--- config.mk ---
export PLATFORM = sky130hd
export DESIGN_NAME = pipeline_hazard_controller
export DESIGN_NICKNAME = d
export VERILOG_FILES = /design/src/rtl/pipeline_ctrl_pkg.sv /design/src/rtl/hazard_scoreboard.sv /design/src/rtl/pipeline_hazard_controller.sv
export SDC_FILE = /design/constraint.sdc
export NUM_CORES = 1
export LEC_CHECK = 0
export BUFFER_PORTS_ARGS = -buffer_cell sky130_fd_sc_hd__buf_2
export CAP_MARGIN = 20
export CELL_PAD_IN_SITES_DETAIL_PLACEMENT = 1
export CELL_PAD_IN_SITES_GLOBAL_PLACEMENT = 1
export CORE_MARGIN = 5
export CORE_UTILIZATION = 43
export CTS_BUF_LIST = sky130_fd_sc_hd__clkbuf_4 sky130_fd_sc_hd__clkbuf_8
export DETAILED_ROUTE_END_ITERATION = 6
export GPL_ROUTABILITY_DRIVEN = 0
export PLACE_DENSITY = 0.87
export SYNTH_ARGS = -nofsm -noshare
export SYNTH_HDL_FRONTEND = slang
export SYNTH_SLANG_ARGS = --single-unit
--- constraint.sdc ---
create_clock -name clock -period 2.47 [get_ports clock]
set_input_delay 0.247 -clock clock [delete_from_list [all_inputs] [get_ports clock]]
set_output_delay 0.247 -clock clock [all_outputs]
set_load 0.01 [all_outputs]
--- src/rtl/pipeline_ctrl_pkg.sv ---
// Purpose: shared encodings and types for the in-order pipeline hazard controller.
// Latency: n/a (declarations only).
// Backpressure: n/a.
package pipeline_ctrl_pkg;

  localparam int          REG_ADDR_W    = 5;
  localparam logic [31:0] NOP_INSTR     = 32'h00000013;  // addi x0, x0, 0
  localparam int          SAT_W_DEFAULT = 16;

  // Encoding 2'd3 is deliberately unused; the FSM steers it back to ST_RUN.
  typedef enum logic [1:0] {
    ST_RUN   = 2'd0,
    ST_STALL = 2'd1,
    ST_FLUSH = 2'd2
  } ctrl_state_e;

  // One in-flight destination register: does the stage hold a real writer, and of which register.
  typedef struct packed {
    logic                  vld;
    logic [REG_ADDR_W-1:0] rd;
  } sb_entry_t;

  // A source matches an in-flight writer only when the entry is live and the register numbers agree.
  function automatic logic sb_hit(input sb_entry_t e, input logic [REG_ADDR_W-1:0] rs);
    return e.vld && (e.rd == rs);
  endfunction

endpackage

--- src/rtl/hazard_scoreboard.sv ---
// Purpose: tracks destination registers of the instructions in EX/MEM/WB and flags RAW hazards in ID.
// Latency: hazard_o is combinational from the ID fields; scoreboard advances one stage per clock.
// Backpressure: bubble_i replaces the EX entry with an empty slot while ID is held.
//
// Ports:
//   clock, reset_n        pipeline clock, async active-low reset
//   id_*_i                decoded fields of the instruction currently in ID
//   bubble_i              ID/EX is loading a bubble this cycle
//   detect_en_i           0 masks hazard detection (used while the flushed bubble sits in ID)
//   hazard_o              ID instruction reads a register still being produced downstream
module hazard_scoreboard
  import pipeline_ctrl_pkg::*;
(
  input  logic                  clock,
  input  logic                  reset_n,
  input  logic                  id_valid_i,
  input  logic [REG_ADDR_W-1:0] id_rs1_i,
  input  logic [REG_ADDR_W-1:0] id_rs2_i,
  input  logic                  id_rs1_used_i,
  input  logic                  id_rs2_used_i,
  input  logic [REG_ADDR_W-1:0] id_rd_i,
  input  logic                  id_reg_write_i,
  input  logic                  bubble_i,
  input  logic                  detect_en_i,
  output logic                  hazard_o
);

  sb_entry_t ex_q, mem_q, wb_q;
  sb_entry_t ex_d;
  logic      rs1_hit, rs2_hit;

  // x0 is hard-wired zero, so a write to it never needs tracking.
  always_comb begin
    ex_d = '0;
    if (!bubble_i) begin
      ex_d.vld = id_valid_i && id_reg_write_i && (id_rd_i != '0);
      ex_d.rd  = id_rd_i;
    end
  end

  always_ff @(posedge clock or negedge reset_n) begin
    if (!reset_n) begin
      ex_q  <= '0;
      mem_q <= '0;
      wb_q  <= '0;
    end else begin
      wb_q  <= mem_q;
      mem_q <= ex_q;
      ex_q  <= ex_d;
    end
  end

  // No forwarding network exists, so a producer anywhere up to and including WB blocks the reader.
  always_comb begin
    rs1_hit = id_rs1_used_i && (id_rs1_i != '0) &&
              (sb_hit(ex_q, id_rs1_i) || sb_hit(mem_q, id_rs1_i) || sb_hit(wb_q, id_rs1_i));
    rs2_hit = id_rs2_used_i && (id_rs2_i != '0) &&
              (sb_hit(ex_q, id_rs2_i) || sb_hit(mem_q, id_rs2_i) || sb_hit(wb_q, id_rs2_i));
    hazard_o = id_valid_i && detect_en_i && (rs1_hit || rs2_hit);
  end

endmodule

--- src/rtl/pipeline_hazard_controller.sv ---
// Purpose: stall/flush control for a 5-stage in-order pipeline without forwarding, plus perf counters.
// Latency: hold/flush/bubble are combinational in the same cycle; state and counters update next edge.
// Backpressure: a RAW hazard holds PC and IF/ID and bubbles ID/EX; a taken branch overrides the stall.
//
// Ports:
//   clock, reset_n                     pipeline clock, async active-low reset
//   id_valid, id_rs1/2, id_rs1/2_used  source side of the ID instruction
//   id_rd, id_reg_write                destination side of the ID instruction
//   ex_take_branch                     branch resolved taken in EX
//   cnt_clear                          synchronous clear of both counters
//   pc_hold, if_id_hold                freeze front end
//   if_id_flush, id_ex_bubble          squash IF/ID, inject bubble into ID/EX
//   ctrl_state                         RUN / STALL / FLUSH
//   stall_cycles, flush_events         saturating performance counters
module pipeline_hazard_controller
  import pipeline_ctrl_pkg::*;
#(
  parameter int SAT_W = SAT_W_DEFAULT
) (
  input  logic                  clock,
  input  logic                  reset_n,
  input  logic                  id_valid,
  input  logic [REG_ADDR_W-1:0] id_rs1,
  input  logic [REG_ADDR_W-1:0] id_rs2,
  input  logic                  id_rs1_used,
  input  logic                  id_rs2_used,
  input  logic [REG_ADDR_W-1:0] id_rd,
  input  logic                  id_reg_write,
  input  logic                  ex_take_branch,
  input  logic                  cnt_clear,
  output logic                  pc_hold,
  output logic                  if_id_hold,
  output logic                  if_id_flush,
  output logic                  id_ex_bubble,
  output logic [1:0]            ctrl_state,
  output logic [SAT_W-1:0]      stall_cycles,
  output logic [SAT_W-1:0]      flush_events
);

  localparam logic [SAT_W-1:0] CNT_MAX = {SAT_W{1'b1}};

  ctrl_state_e      state_q, state_d;
  logic             hazard;
  logic             detect_en;
  logic             stall;
  logic [SAT_W-1:0] stall_q, stall_d;
  logic [SAT_W-1:0] flush_q, flush_d;

  // The cycle after a flush, ID holds the squashed bubble; ignore whatever the decoder presents.
  assign detect_en = (state_q != ST_FLUSH);

  hazard_scoreboard u_scoreboard (
    .clock          (clock),
    .reset_n        (reset_n),
    .id_valid_i     (id_valid),
    .id_rs1_i       (id_rs1),
    .id_rs2_i       (id_rs2),
    .id_rs1_used_i  (id_rs1_used),
    .id_rs2_used_i  (id_rs2_used),
    .id_rd_i        (id_rd),
    .id_reg_write_i (id_reg_write),
    .bubble_i       (id_ex_bubble),
    .detect_en_i    (detect_en),
    .hazard_o       (hazard)
  );

  // Branch wins over hazard: the PC must be free to load the target.
  // Outputs are gated by reset_n so the pipeline sees no control activity while in reset.
  always_comb begin
    stall        = hazard && !ex_take_branch;
    pc_hold      = reset_n && stall;
    if_id_hold   = reset_n && stall;
    if_id_flush  = reset_n && ex_take_branch;
    id_ex_bubble = reset_n && (stall || ex_take_branch);
  end

  // Next state depends only on inputs, so the unused encoding falls back to ST_RUN on the next edge.
  always_comb begin
    state_d = ST_RUN;
    if (ex_take_branch) begin
      state_d = ST_FLUSH;
    end else if (hazard) begin
      state_d = ST_STALL;
    end
  end

  always_comb begin
    stall_d = stall_q;
    flush_d = flush_q;
    if (cnt_clear) begin
      stall_d = '0;
      flush_d = '0;
    end else begin
      if (pc_hold && (stall_q != CNT_MAX)) begin
        stall_d = stall_q + 1'b1;
      end
      if (ex_take_branch && (flush_q != CNT_MAX)) begin
        flush_d = flush_q + 1'b1;
      end
    end
  end

  always_ff @(posedge clock or negedge reset_n) begin
    if (!reset_n) begin
      state_q <= ST_RUN;
      stall_q <= '0;
      flush_q <= '0;
    end else begin
      state_q <= state_d;
      stall_q <= stall_d;
      flush_q <= flush_d;
    end
  end

  assign ctrl_state   = state_q;
  assign stall_cycles = stall_q;
  assign flush_events = flush_q;

endmodule

# Word level (Yosys, flattened, before mapping)
# Index checks and enable logic that the tools add are counted.
dict set report totals {
  register_bits 52
  input_bits 23
  output_inout_bits 38
  wordCells 59
}
dict set report op_classes {
  add_sub_neg 2
  eq_ne 9
  mux 7
  n_reduce_logical 32
}
# cell count
set ops {}
lappend ops {{$mux W16} 4}
lappend ops {{$add A16 B1 Y16 const B} 2}
lappend ops {{$ne A16 B16 Y1 const B} 2}
lappend ops {{$eq A5 B5 Y1} 6}
lappend ops {{$logic_and A1 B1 Y1} 20}
lappend ops {{$reduce_bool A5 Y1} 3}
lappend ops {{$logic_or A1 B1 Y1} 6}
lappend ops {{$mux W6} 1}
lappend ops {{$reduce_bool A2 Y1} 2}
lappend ops {{$mux W2} 1}
lappend ops {{$ne A2 B2 Y1 const B} 1}
lappend ops {{$logic_not A1 Y1} 1}
lappend ops {{$mux W1} 1}

# Logic depth before layout (Yosys ltp)
# Gate-level depths: netlist of run 1.
dict set report depth {
  ltp_word 12
  mapped_depth 9
  mapped_depth_nobuf 7
}

# Modules after synthesis
# A second synthesis of run 1 with hierarchy kept.
dict set report hier_totals {
  cells_unflattened 279
  area_unflattened_um2 2782.7
}
# module instances cells_per_inst area_per_inst_um2 seq_area_each_um2
set by_module_without_submodules {}
lappend by_module_without_submodules {pipeline_hazard_controller 1 203 1899.3 850.8}
lappend by_module_without_submodules {hazard_scoreboard 1 76 883.3 450.4}

# Worst setup path before layout of run 1
# OpenSTA, ideal clock, no wires.
dict set report synth_timing {
  path_type {register to register}
  start {register stall_q[2] (netlist: stall_cycles[2])}
  end {register stall_q[5] (netlist: stall_cycles[5])}
  setup_ns 0.125
  arrival_time_ns 2.039
  t_required_ns 2.345
  setup_slack_ns 0.306
  stages_incl_launch_ff 10
  n_path_buf 2
  period_less_slack_ns 2.164
  cell_sequence {dfrtp_1 and4_4 and3_1 and3_1 buf_6 a21o_2 a21oi_4 buf_6 nand3_2 mux2_4}
}
dict set report synth_via {
  elab_chain_cells 3
  elab_cells_between_ends 6
  cone_classes {add/sub (1); eq/ne (1); mux (2); reduce/logical (2)}
}
# item line_no
set synth_rtl {}
lappend synth_rtl {{start, declared} pipeline_hazard_controller.sv:46} ;# logic [SAT_W-1:0] stall_q, stall_d;
lappend synth_rtl {{start signal, assigned} pipeline_hazard_controller.sv:110} ;# stall_q <= stall_d;
lappend synth_rtl {{$add A16 B1 Y16 / $ne A16 B16 Y1 (equally long branches)} {pipeline_hazard_controller.sv:95, pipeline_hazard_controller.sv:94}}
lappend synth_rtl {{$mux W16 / $logic_and A1 B1 Y1 (equally long branches)} pipeline_hazard_controller.sv:94} ;# if (pc_hold && (stall_q != CNT_MAX)) begin
lappend synth_rtl {{$mux W16 / $reduce_bool A2 Y1 (equally long branches)} n/a}
# Several ways; a longest one is shown, not always the timed one. The select of a mux whose other input is x is not followed.
# A chain may end at the register's enable or synchronous reset.

# Worst setup path in the final report of run 1
dict set report layout_timing {
  start {register u_scoreboard.ex_q[3] (netlist name)}
  end {output id_ex_bubble}
}
dict set report layout_via {
  elab_chain_cells 10
  elab_cells_between_ends 15
  cone_classes {eq/ne (2); reduce/logical (13)}
}
# item line_no
set layout_rtl {}
lappend layout_rtl {{start, declared} hazard_scoreboard.sv:28} ;# sb_entry_t ex_q, mem_q, wb_q;
lappend layout_rtl {{start signal, assigned} hazard_scoreboard.sv:43} ;# ex_q <= '0;
lappend layout_rtl {{start signal, assigned} hazard_scoreboard.sv:49} ;# ex_q <= ex_d;
lappend layout_rtl {{$eq A5 B5 Y1} pipeline_ctrl_pkg.sv:25} ;# return e.vld && (e.rd == rs);
lappend layout_rtl {{$logic_and A1 B1 Y1} pipeline_ctrl_pkg.sv:25}
lappend layout_rtl {{$logic_or A1 B1 Y1 (on tied branches) (2 in a row)} {hazard_scoreboard.sv:56, hazard_scoreboard.sv:58}}
lappend layout_rtl {{$logic_and A1 B1 Y1 (on tied branches)} {hazard_scoreboard.sv:55, hazard_scoreboard.sv:57}}
lappend layout_rtl {{$logic_or A1 B1 Y1 (*)} hazard_scoreboard.sv:59} ;# hazard_o = id_valid_i && detect_en_i && (rs1_hit || rs2_hit);
lappend layout_rtl {{$logic_and A1 B1 Y1 (*)} hazard_scoreboard.sv:59}
lappend layout_rtl {{$logic_and A1 B1 Y1 (*)} pipeline_hazard_controller.sv:70} ;# stall = hazard && !ex_take_branch;
lappend layout_rtl {{$logic_or A1 B1 Y1 (*)} pipeline_hazard_controller.sv:74} ;# id_ex_bubble = reset_n && (stall || ex_take_branch);
lappend layout_rtl {{$logic_and A1 B1 Y1 (*)} pipeline_hazard_controller.sv:74}
lappend layout_rtl {{end, declared} pipeline_hazard_controller.sv:34} ;# output logic id_ex_bubble,
# Every way passes the cells marked *; elsewhere a longest branch is shown, timed or not.

==> flow_metrics.tcl, run 1 <==
set metrics [dict create \
    synthTopCellsByArea "dfrtp_1 (47%), xor2_1 (10%), xnor2_1 (4.8%)" \
    totalWireLength_um 6990 \
    slew_viol_final 0 \
    placed_cell_area_um2 3110 \
    die_h_um 90.1 \
    synth_area_per_cell_um2 10.3 \
    track_usage_pct 17.3 \
    critical_path_class "flip-flop to output pin" \
    grt_pass1_vias 2355 \
    ys_warn_count 0 \
    skew_ns 0.00816 \
    routedWlPerCell_um 17.0 \
    reg2reg_from "stall_cycles[2]" \
    syn_inst 267 \
    clkLatencyLatePin_ns 0.30 \
    drt-pass1-iter-count 4 \
    required_ns 2.22 \
    vias_per_cell 5.41 \
    drt_iter0_markers 72 \
    drive_gt1_share_pct 29.7 \
    grt_first_pass_wirelength_um 11700 \
    vdd_drop_max_uv 264 \
    hp-class "input pin to flip-flop" \
    powerDensity_nw_per_um2 466 \
    post-route-util_pct 52.6 \
    multiInputGateArea_um2 1420 \
    cts_tree "built" \
    synth-seq-area-share_pct 47.2 \
    finalHoldViolCount 0 \
    worstMarginPinSlew_ns 0.659 \
    max_slew_margin_pct 56.1 \
    synthArstFlopShare_pct 100 \
    startpoint_type "flip-flop" \
    clock_sinks 52 \
    synth_nets 292 \
    final_cell_area_um2 3320 \
    hpwlAfterDp_um 5320 \
    syn2layout_area_growth_pct 20.5 \
    ys.flop_type "dfrtp_1" \
    synth_area_leader_cell "dfrtp_1" \
    power.total_mw 1.55 \
    htreeDepth 2 \
    leakage_nw 1.55 \
    whs_path_depth 1 \
    final_nets 357 \
    cts_made_buffers 5 \
    seq_area_um2 1300 \
    rows 29 \
    yosys.area.top_type_share_pct 47.2 \
    max_freq_ghz 0.426 \
    status "complete, no violations" \
    port_buffers 60 \
    n_fill_cell 738 \
    antenna_found_initial 0 \
    grt_setup_unrepaired "true" \
    synth_area_um2 2760 \
    overflow 0 \
    dieArea_um2 8120 \
    synth_edf_count 0 \
    cap_violations 0 \
    num_vias 2220 \
    cp.arrival_ns 2.10 \
    setup_viol 0 \
    drc 0 \
    cts_root_buf "clkbuf_8" \
    die_w_um 90.1 \
    r2r_cells 7 \
    hp-start "ex_take_branch" \
    synth-seq-cells 52 \
    drtAntennaViolNets 0 \
    start_util_pct 43.7 \
    period_needed_ns 2.35 \
    synth.distinct_cells 45 \
    crit_path_start "u_scoreboard.ex_q[3]" \
    cp_max_fo 7 \
    yosysMostFrequentCell "dfrtp_1" \
    grt_start_max_net_pins 38 \
    clk_pin_slew_ns 0.10 \
    n_antenna_cell 0 \
    core_area_um2 6310 \
    final.period_utilization_pct 95.1 \
    cts_buffer_depth 2 \
    synth_common_cells "dfrtp_1 (52), nor2_1 (34), xor2_1 (33), nand3_1 (15), xnor2_1 (15)" \
    io_pins 61 \
    crit_path_end_kind "output pin" \
]
## state kept, by name, indices dropped and copies added (netlist names)
| name | cells |
|---|---|
| ctrl_state | 2 |
| flush_events | 16 |
| stall_cycles | 16 |
| u_scoreboard.ex_q | 6 |
| u_scoreboard.mem_q | 6 |
| u_scoreboard.wb_q | 6 |
## stage by stage
stage	instances	hold WS (ns)	setup slack (ns)	TNS, ns
2_1_floorplan	267	-0.0486	0.306	0
3_3_place_gp	396	0.333	0.212	0
3_5_place_dp	396	0.337	0.124	0
4_1_cts	405	0.148	0.00137	0
5_1_grt	410	0.156	-0.00434	-0.00733
6_report	410	0.175	0.120	0
## placed cells by master, fill, tap and decap left out, types with 3 or more instances in the layout
master / count
a21oi_1: 7
xnor2_1: 15
and4_1: 3
nor4_2: 4
buf_2: 58
dfrtp_1: 52
clkbuf_8: 5
and2_1: 5
or4_1: 3
and3_1: 6
nor2b_1: 9
o21ai_0: 3
nor2_1: 34
xor2_1: 33
a211oi_1: 3
nand3_1: 15
nor4_1: 3
a31o_2: 3
nand4_1: 9
nand2_1: 6
inv_1: 7
buf_4: 9
## cell families after synthesis
group	after synthesis	synth area share, %
AO/OA/AOI/OAI	31	8.98
XOR/XNOR	48	15.2
adder cells (fa/ha/maj)	2	0.907
buffers and inverters	19	3.81
flip-flops	52	47.2
multiplexers	6	2.63
AND/OR/NAND/NOR	109	21.3
## power breakdown
| part | leakage, nW | switching, mW | internal (mW) |
|---|---|---|---|
| combinational | 0.812 | 0.0983 | 0.0678 |
| clock | 0.0404 | 0.285 | 0.201 |
| sequential | 0.695 | 0.0242 | 0.873 |
| total | 1.55 | 0.407 | 1.14 |
## path summary, 6_finish.rpt
check | endpoint | slack [ns]
setup / recovery | id_ex_bubble | 0.12
hold / removal | ctrl_state[1] | 0.18
setup reg to reg | stall_cycles[11] | 0.17
hold reg to reg | u_scoreboard.mem_q[5] | 0.42
max in group asynchronous | flush_events[13] | 1.27
min in group asynchronous | u_scoreboard.wb_q[4] | 0.52
## critical path: stages, from the launching register on
cell and delay [ns]:
dfrtp_1 0.43, xor2_1 0.18, nor4_2 0.33, nand3_1 0.14
a31o_4 0.31, nand2_2 0.10, o21a_4 0.16, buf_2 0.14
## per-layer routing
layer	part of all wire (%)	wire, um	up-vias	GRT usage, %
met2	52	3630	45	30.0
met5	0	0	-	0
li1	-	-	1054	-
met1	43	2980	1112	22.1
met3	3.8	267	9	3.51
met4	1.5	106	0	4.34
## cell type report
class / count / area share, %
timing repair buffer: 70 / 11.7
clock buffer: 5 / 2.07
inverter: 7 / 0.791
multi-input combinational: 196 / 42.6
clock inverter: 3 / 0.715
sequential: 52 / 39.2
tap: 77 / 2.90
## timing repair
action	4_1_cts	5_1_grt
setup buffers	0	5
hold buffers	1	0
setup endpoints to repair	3	4
pin swaps	2	6
hold endpoints to repair	7	0
resized for setup	5	8
(Power assumes the default switching activity.)
==> run 2, diff against run 1 <==
--- a/config.mk
+++ b/config.mk
@@ -14,7 +14,7 @@
 export CTS_BUF_LIST = sky130_fd_sc_hd__clkbuf_4 sky130_fd_sc_hd__clkbuf_8
 export DETAILED_ROUTE_END_ITERATION = 6
 export GPL_ROUTABILITY_DRIVEN = 0
-export PLACE_DENSITY = 0.87
+export PLACE_DENSITY = 0.83
 export SYNTH_ARGS = -nofsm -noshare
 export SYNTH_HDL_FRONTEND = slang
 export SYNTH_SLANG_ARGS = --single-unit
==> run 2 against run 1 <==
Final cell count grew 0.24%; global-route usage grew 0.32 points; sequential power about the same; maximum frequency shrank 3.2%; power rose by 0.46%; critical endpoint is now if_id_hold; first-iteration DRC count increased by 32%; via count rose by 0.72%; highest routed layer unchanged; core utilization down 0.28 points.
==> flow_metrics.tcl, run 2 (synthesized netlist as in run 1, its figures left out) <==
set metrics [dict create \
    critical_path_class "flip-flop to output pin" \
    p_sw_share_pct 26.1 \
    syn2layout_area_growth_pct 19.8 \
    dieArea_um2 8120 \
    die_h_um 90.1 \
    intPower_mw 1.15 \
    finalHoldViolCount 0 \
    crit_path_end_kind "output pin" \
    final_cells 411 \
    routedWlPerCell_um 17.5 \
    placed_cell_area_um2 3120 \
    clkPwrFrac_pct 32.1 \
    grt_start_max_net_pins 38 \
    n_fill_cell 731 \
    start_util_pct 43.7 \
    num_vias 2236 \
    vias_per_cell 5.44 \
    worstMarginPinSlew_ns 0.658 \
    hp-class "input pin to flip-flop" \
    overflow 0 \
    track_usage_pct 17.7 \
    drt-pass1-iter-count 4 \
    final_cell_mix "buf_2 (60), dfrtp_1 (52), nor2_1 (34)" \
    grt_pass1_vias 2454 \
    n_antenna_cell 0 \
    crit_path_start "u_scoreboard.ex_q[4]" \
    final_common_cell "buf_2" \
    post-route-util_pct 52.4 \
    cts_tree "built" \
    max_slew_margin_pct 56.1 \
    final_nets 358 \
    reg2reg_from "u_scoreboard.ex_q[3]" \
    htreeDepth 2 \
    p_seq_share_pct 57.6 \
    powerDensity_nw_per_um2 471 \
    core_area_um2 6310 \
    io_pins 61 \
    startpoint_type "flip-flop" \
    cts_made_buffers 5 \
    slew_viol_final 0 \
    required_ns 2.22 \
    drive_gt1_share_pct 29.3 \
    comb_power_share_pct 10.2 \
    cp.arrival_ns 2.18 \
    rows 29 \
    cap_violations 0 \
    clock_sinks 52 \
    clkLatencyLatePin_ns 0.31 \
    final.period_utilization_pct 98.3 \
    place_inst 398 \
    cts_buffer_depth 2 \
    die_w_um 90.1 \
    hpwlAfterDp_um 5400 \
    vdd_drop_max_uv 234 \
    port_buffers 60 \
    period_needed_ns 2.43 \
    status "complete, no violations" \
    grt_setup_unrepaired "true" \
    grt_first_pass_wirelength_um 11900 \
    totalWireLength_um 7180 \
    antenna_found_initial 0 \
    max_freq_ghz 0.412 \
    hp-start "id_rd[3]" \
    skew_ns 0.0100 \
    drtAntennaViolNets 0 \
    cts_root_buf "clkbuf_8" \
    drc 0 \
    cp_max_fo 6 \
    switchingPower_mw 0.407 \
    setup_viol 0 \
    final_cell_area_um2 3310 \
    leakage_nw 1.55 \
    drt_iter0_markers 95 \
    clk_pin_slew_ns 0.10 \
]
[run 2: path summary, 6_finish.rpt]
| path | end | slack, ns | cells past startpoint |
|---|---|---|---|
| worst max-delay path | if_id_hold | 0.04 | 7 |
| worst min-delay path | u_scoreboard.ex_q[3] | 0.16 | 2 |
| max in group asynchronous | flush_events[12] | 1.66 | 3 |
| min in group asynchronous | stall_cycles[13] | 0.53 | 3 |
| worst min register to register | u_scoreboard.wb_q[5] | 0.44 | 0 |
| worst max register to register | stall_cycles[11] | 0.16 | 7 |
[run 2: critical path: stages, from the launching register on]
cell	delay (ns)
dfrtp_1	0.42
xor2_1	0.15
nor4_1	0.34
nand3_1	0.15
a31o_4	0.29
buf_4	0.17
a21oi_4	0.18
buf_2	0.16
[run 2: metrics by stage]
stage	hold WS, ns	total power [mW]	worst slack, ns	setup TNS [ns]
2_1_floorplan	-0.0486	0.985	0.306	0
3_3_place_gp	0.322	1.06	0.186	0
3_5_place_dp	0.327	1.07	0.122	0
4_1_cts	0.142	1.58	0.00141	0
5_1_grt	0.151	1.64	-0.110	-0.235
6_report	0.160	1.56	0.0415	0
[run 2: area by class of cell]
cell class	count	area (um^2)	share of cell area, %
clock buffer	6	76.3	2.31
timing repair buffer	71	385	11.7
inverter	7	26.3	0.795
multi-input combinational	196	1400	42.5
sequential	52	1300	39.4
clock inverter	2	16.3	0.492
tap	77	96.3	2.91
[run 2: what timing repair did]
item	CTS	global route
buffers inserted	0	4
gates cloned	0	0
hold buffers	1	0
pin swaps	0	6
endpoints found under the hold margin	35	0
gates resized for setup	3	7
setup endpoints to repair	3	6
[run 2: layer usage]
layer,vias to the layer above,track usage [%],routed length (um)
li1,1051,-,-
met1,1116,20.7,3040
met2,59,31.2,3720
met3,10,4.76,318
met4,0,5.58,105
met5,-,0,0
[run 2: power by group through the flow]
stage / combinational (mW) / clock [mW] / sequential, mW
2_1_floorplan: 0.0745 / 0 / 0.911
3_3_place_gp: 0.144 / 0 / 0.912
3_5_place_dp: 0.151 / 0 / 0.914
4_1_cts: 0.155 / 0.524 / 0.897
5_1_grt: 0.176 / 0.562 / 0.901
6_report: 0.159 / 0.500 / 0.897
==> run 3, diff against run 2 <==
--- a/config.mk
+++ b/config.mk
@@ -10,11 +10,12 @@
 export CELL_PAD_IN_SITES_DETAIL_PLACEMENT = 1
 export CELL_PAD_IN_SITES_GLOBAL_PLACEMENT = 1
 export CORE_MARGIN = 5
-export CORE_UTILIZATION = 43
-export CTS_BUF_LIST = sky130_fd_sc_hd__clkbuf_4 sky130_fd_sc_hd__clkbuf_8
+export CORE_UTILIZATION = 42
 export DETAILED_ROUTE_END_ITERATION = 6
 export GPL_ROUTABILITY_DRIVEN = 0
-export PLACE_DENSITY = 0.83
+export GPL_TIMING_DRIVEN = 0
+export HOLD_SLACK_MARGIN = 0.12
+export PLACE_DENSITY = 0.81
 export SYNTH_ARGS = -nofsm -noshare
 export SYNTH_HDL_FRONTEND = slang
 export SYNTH_SLANG_ARGS = --single-unit
==> run 3 against run 2 <==
Routed wire length decreased by 1.4%; largest cell class unchanged; sequential share of layout area decreased by 0.49 points; power increased by 0.46%; register-to-register slack got worse by 0.06 ns; global-route usage decreased by 0.27 points; critical path depth increased by 1; final cell count increased by 1.7%; critical endpoint is now pc_hold; clock skew decreased by 0.0057 ns.
==> flow_metrics.tcl, run 3 (synthesized netlist as in run 1, its figures left out) <==
set metrics [dict create \
    drc 0 \
    grt_start_max_net_pins 38 \
    overflow 0 \
    start_util_pct 43.2 \
    final_nets 365 \
    skew_ns 0.00430 \
    grt_first_pass_wirelength_um 11800 \
    final_cell_mix "buf_2 (59), dfrtp_1 (52), nor2_1 (34)" \
    clkLatencyLatePin_ns 0.30 \
    n_fill_cell 767 \
    routedWlPerCell_um 16.9 \
    finalHoldViolCount 0 \
    final.period_utilization_pct 97.6 \
    vias_per_cell 5.36 \
    die_h_um 91.1 \
    cts_root_buf "clkbuf_8" \
    drive_gt1_share_pct 27.3 \
    critical_path_class "flip-flop to output pin" \
    period_needed_ns 2.41 \
    setup_viol 0 \
    cp.arrival_ns 2.16 \
    core_area_um2 6390 \
    die_w_um 91.1 \
    status "complete, no violations" \
    final_common_cell "buf_2" \
    totalWireLength_um 7080 \
    slew_viol_final 0 \
    cts_buffer_depth 2 \
    seq_area_um2 1300 \
    max_freq_ghz 0.415 \
    cts_made_buffers 5 \
    n_antenna_cell 0 \
    port_buffers 59 \
    grt_pass1_vias 2475 \
    fin_setup_tns_ns 0 \
    htreeDepth 2 \
    antenna_found_initial 0 \
    rows 29 \
    required_ns 2.22 \
    leakage_nw 1.57 \
    cts_tree "built" \
    clk_pin_slew_ns 0.09 \
    powerDensity_nw_per_um2 467 \
    track_usage_pct 17.4 \
    drtAntennaViolNets 0 \
    io_pins 61 \
    startpoint_type "flip-flop" \
    hp-class "input pin to flip-flop" \
    power.total_mw 1.56 \
    crit_path_end_kind "output pin" \
    worstMarginPinSlew_ns 0.836 \
    cp_max_fo 9 \
    clock_sinks 52 \
    hpwlAfterDp_um 5320 \
    vdd_drop_max_uv 225 \
    drt_iter0_markers 58 \
    max_slew_margin_pct 44.1 \
    cap_violations 0 \
    drt-pass1-iter-count 4 \
    num_vias 2240 \
    hold_ws_ns 0.176 \
    dieArea_um2 8290 \
    syn2layout_area_growth_pct 21.3 \
    multiInputGateArea_um2 1390 \
    post-route-util_pct 52.4 \
]
## run 3: cell types whose count changed in the layout (fill, tap and decap cells not counted), sizes merged
cell and change:
clkinv -1, clkinvlp -1, buf -2, clkbuf +9
dlygate4sd3 +2
## run 3: path summary, 6_finish.rpt
| check | from | end | cells past startpoint | slack, ns |
|---|---|---|---|---|
| worst max-delay path | u_scoreboard.mem_q[0] | pc_hold | 8 | 0.06 |
| worst min-delay path | id_rd[3] | u_scoreboard.ex_q[3] | 2 | 0.18 |
| worst max register to register | u_scoreboard.mem_q[0] | stall_cycles[5] | 9 | 0.10 |
| worst min register to register | u_scoreboard.ex_q[5] | u_scoreboard.mem_q[5] | 0 | 0.42 |
| max in group asynchronous | reset_n | flush_events[8] | 3 | 0.79 |
| min in group asynchronous | reset_n | stall_cycles[14] | 3 | 0.45 |
## run 3: what timing repair did
item,4_1_cts,5_1_grt
gates resized for setup,5,2
buffers inserted,0,3
endpoints found under the setup margin,2,3
pin swaps,1,3
hold endpoints to repair,19,0
hold buffers,3,0
## run 3: per-stage QoR
stage | area, um^2 | setup slack, ns | instances
6_report | 3350 | 0.0581 | 418
3_5_place_dp | 3170 | 0.147 | 404
4_1_cts | 3310 | 0.0334 | 415
2_1_floorplan | 2760 | 0.306 | 267
3_3_place_gp | 3150 | -0.186 | 403
5_1_grt | 3350 | -0.0398 | 418
## run 3: final cells by class
type / count / share of cell area (%)
plain buffers: 12 / 2.36
clock buffers: 8 / 2.69
inverters: 7 / 0.785
multi-input cells: 196 / 41.4
flip-flops and latches: 52 / 38.9
well taps: 77 / 2.88
repair buffers: 66 / 11.0
## run 3: worst max-delay path, cell delays in order, from the launching register on
cell and delay (ns):
dfrtp_1 0.43, xor2_1 0.19, nor4_1 0.34, nand3_1 0.12, a31o_2 0.26, buf_6 0.15
a21oi_4 0.14, buf_4 0.12, buf_2 0.11
## run 3: layer usage
metal  vias up  share of wire [%]  track usage (%)
li1       1069                  -                -
met1      1107                 42             20.3
met2        49                 52             31.1
met3        15                3.2             3.55
met4         0                2.5             6.72
met5         -                  0                0
## run 3: power breakdown
group          internal (mW)  switching (mW)  leakage [nW]
Sequential             0.873          0.0239         0.695
Combinational         0.0696          0.0945         0.831
Clock                  0.229           0.273        0.0455
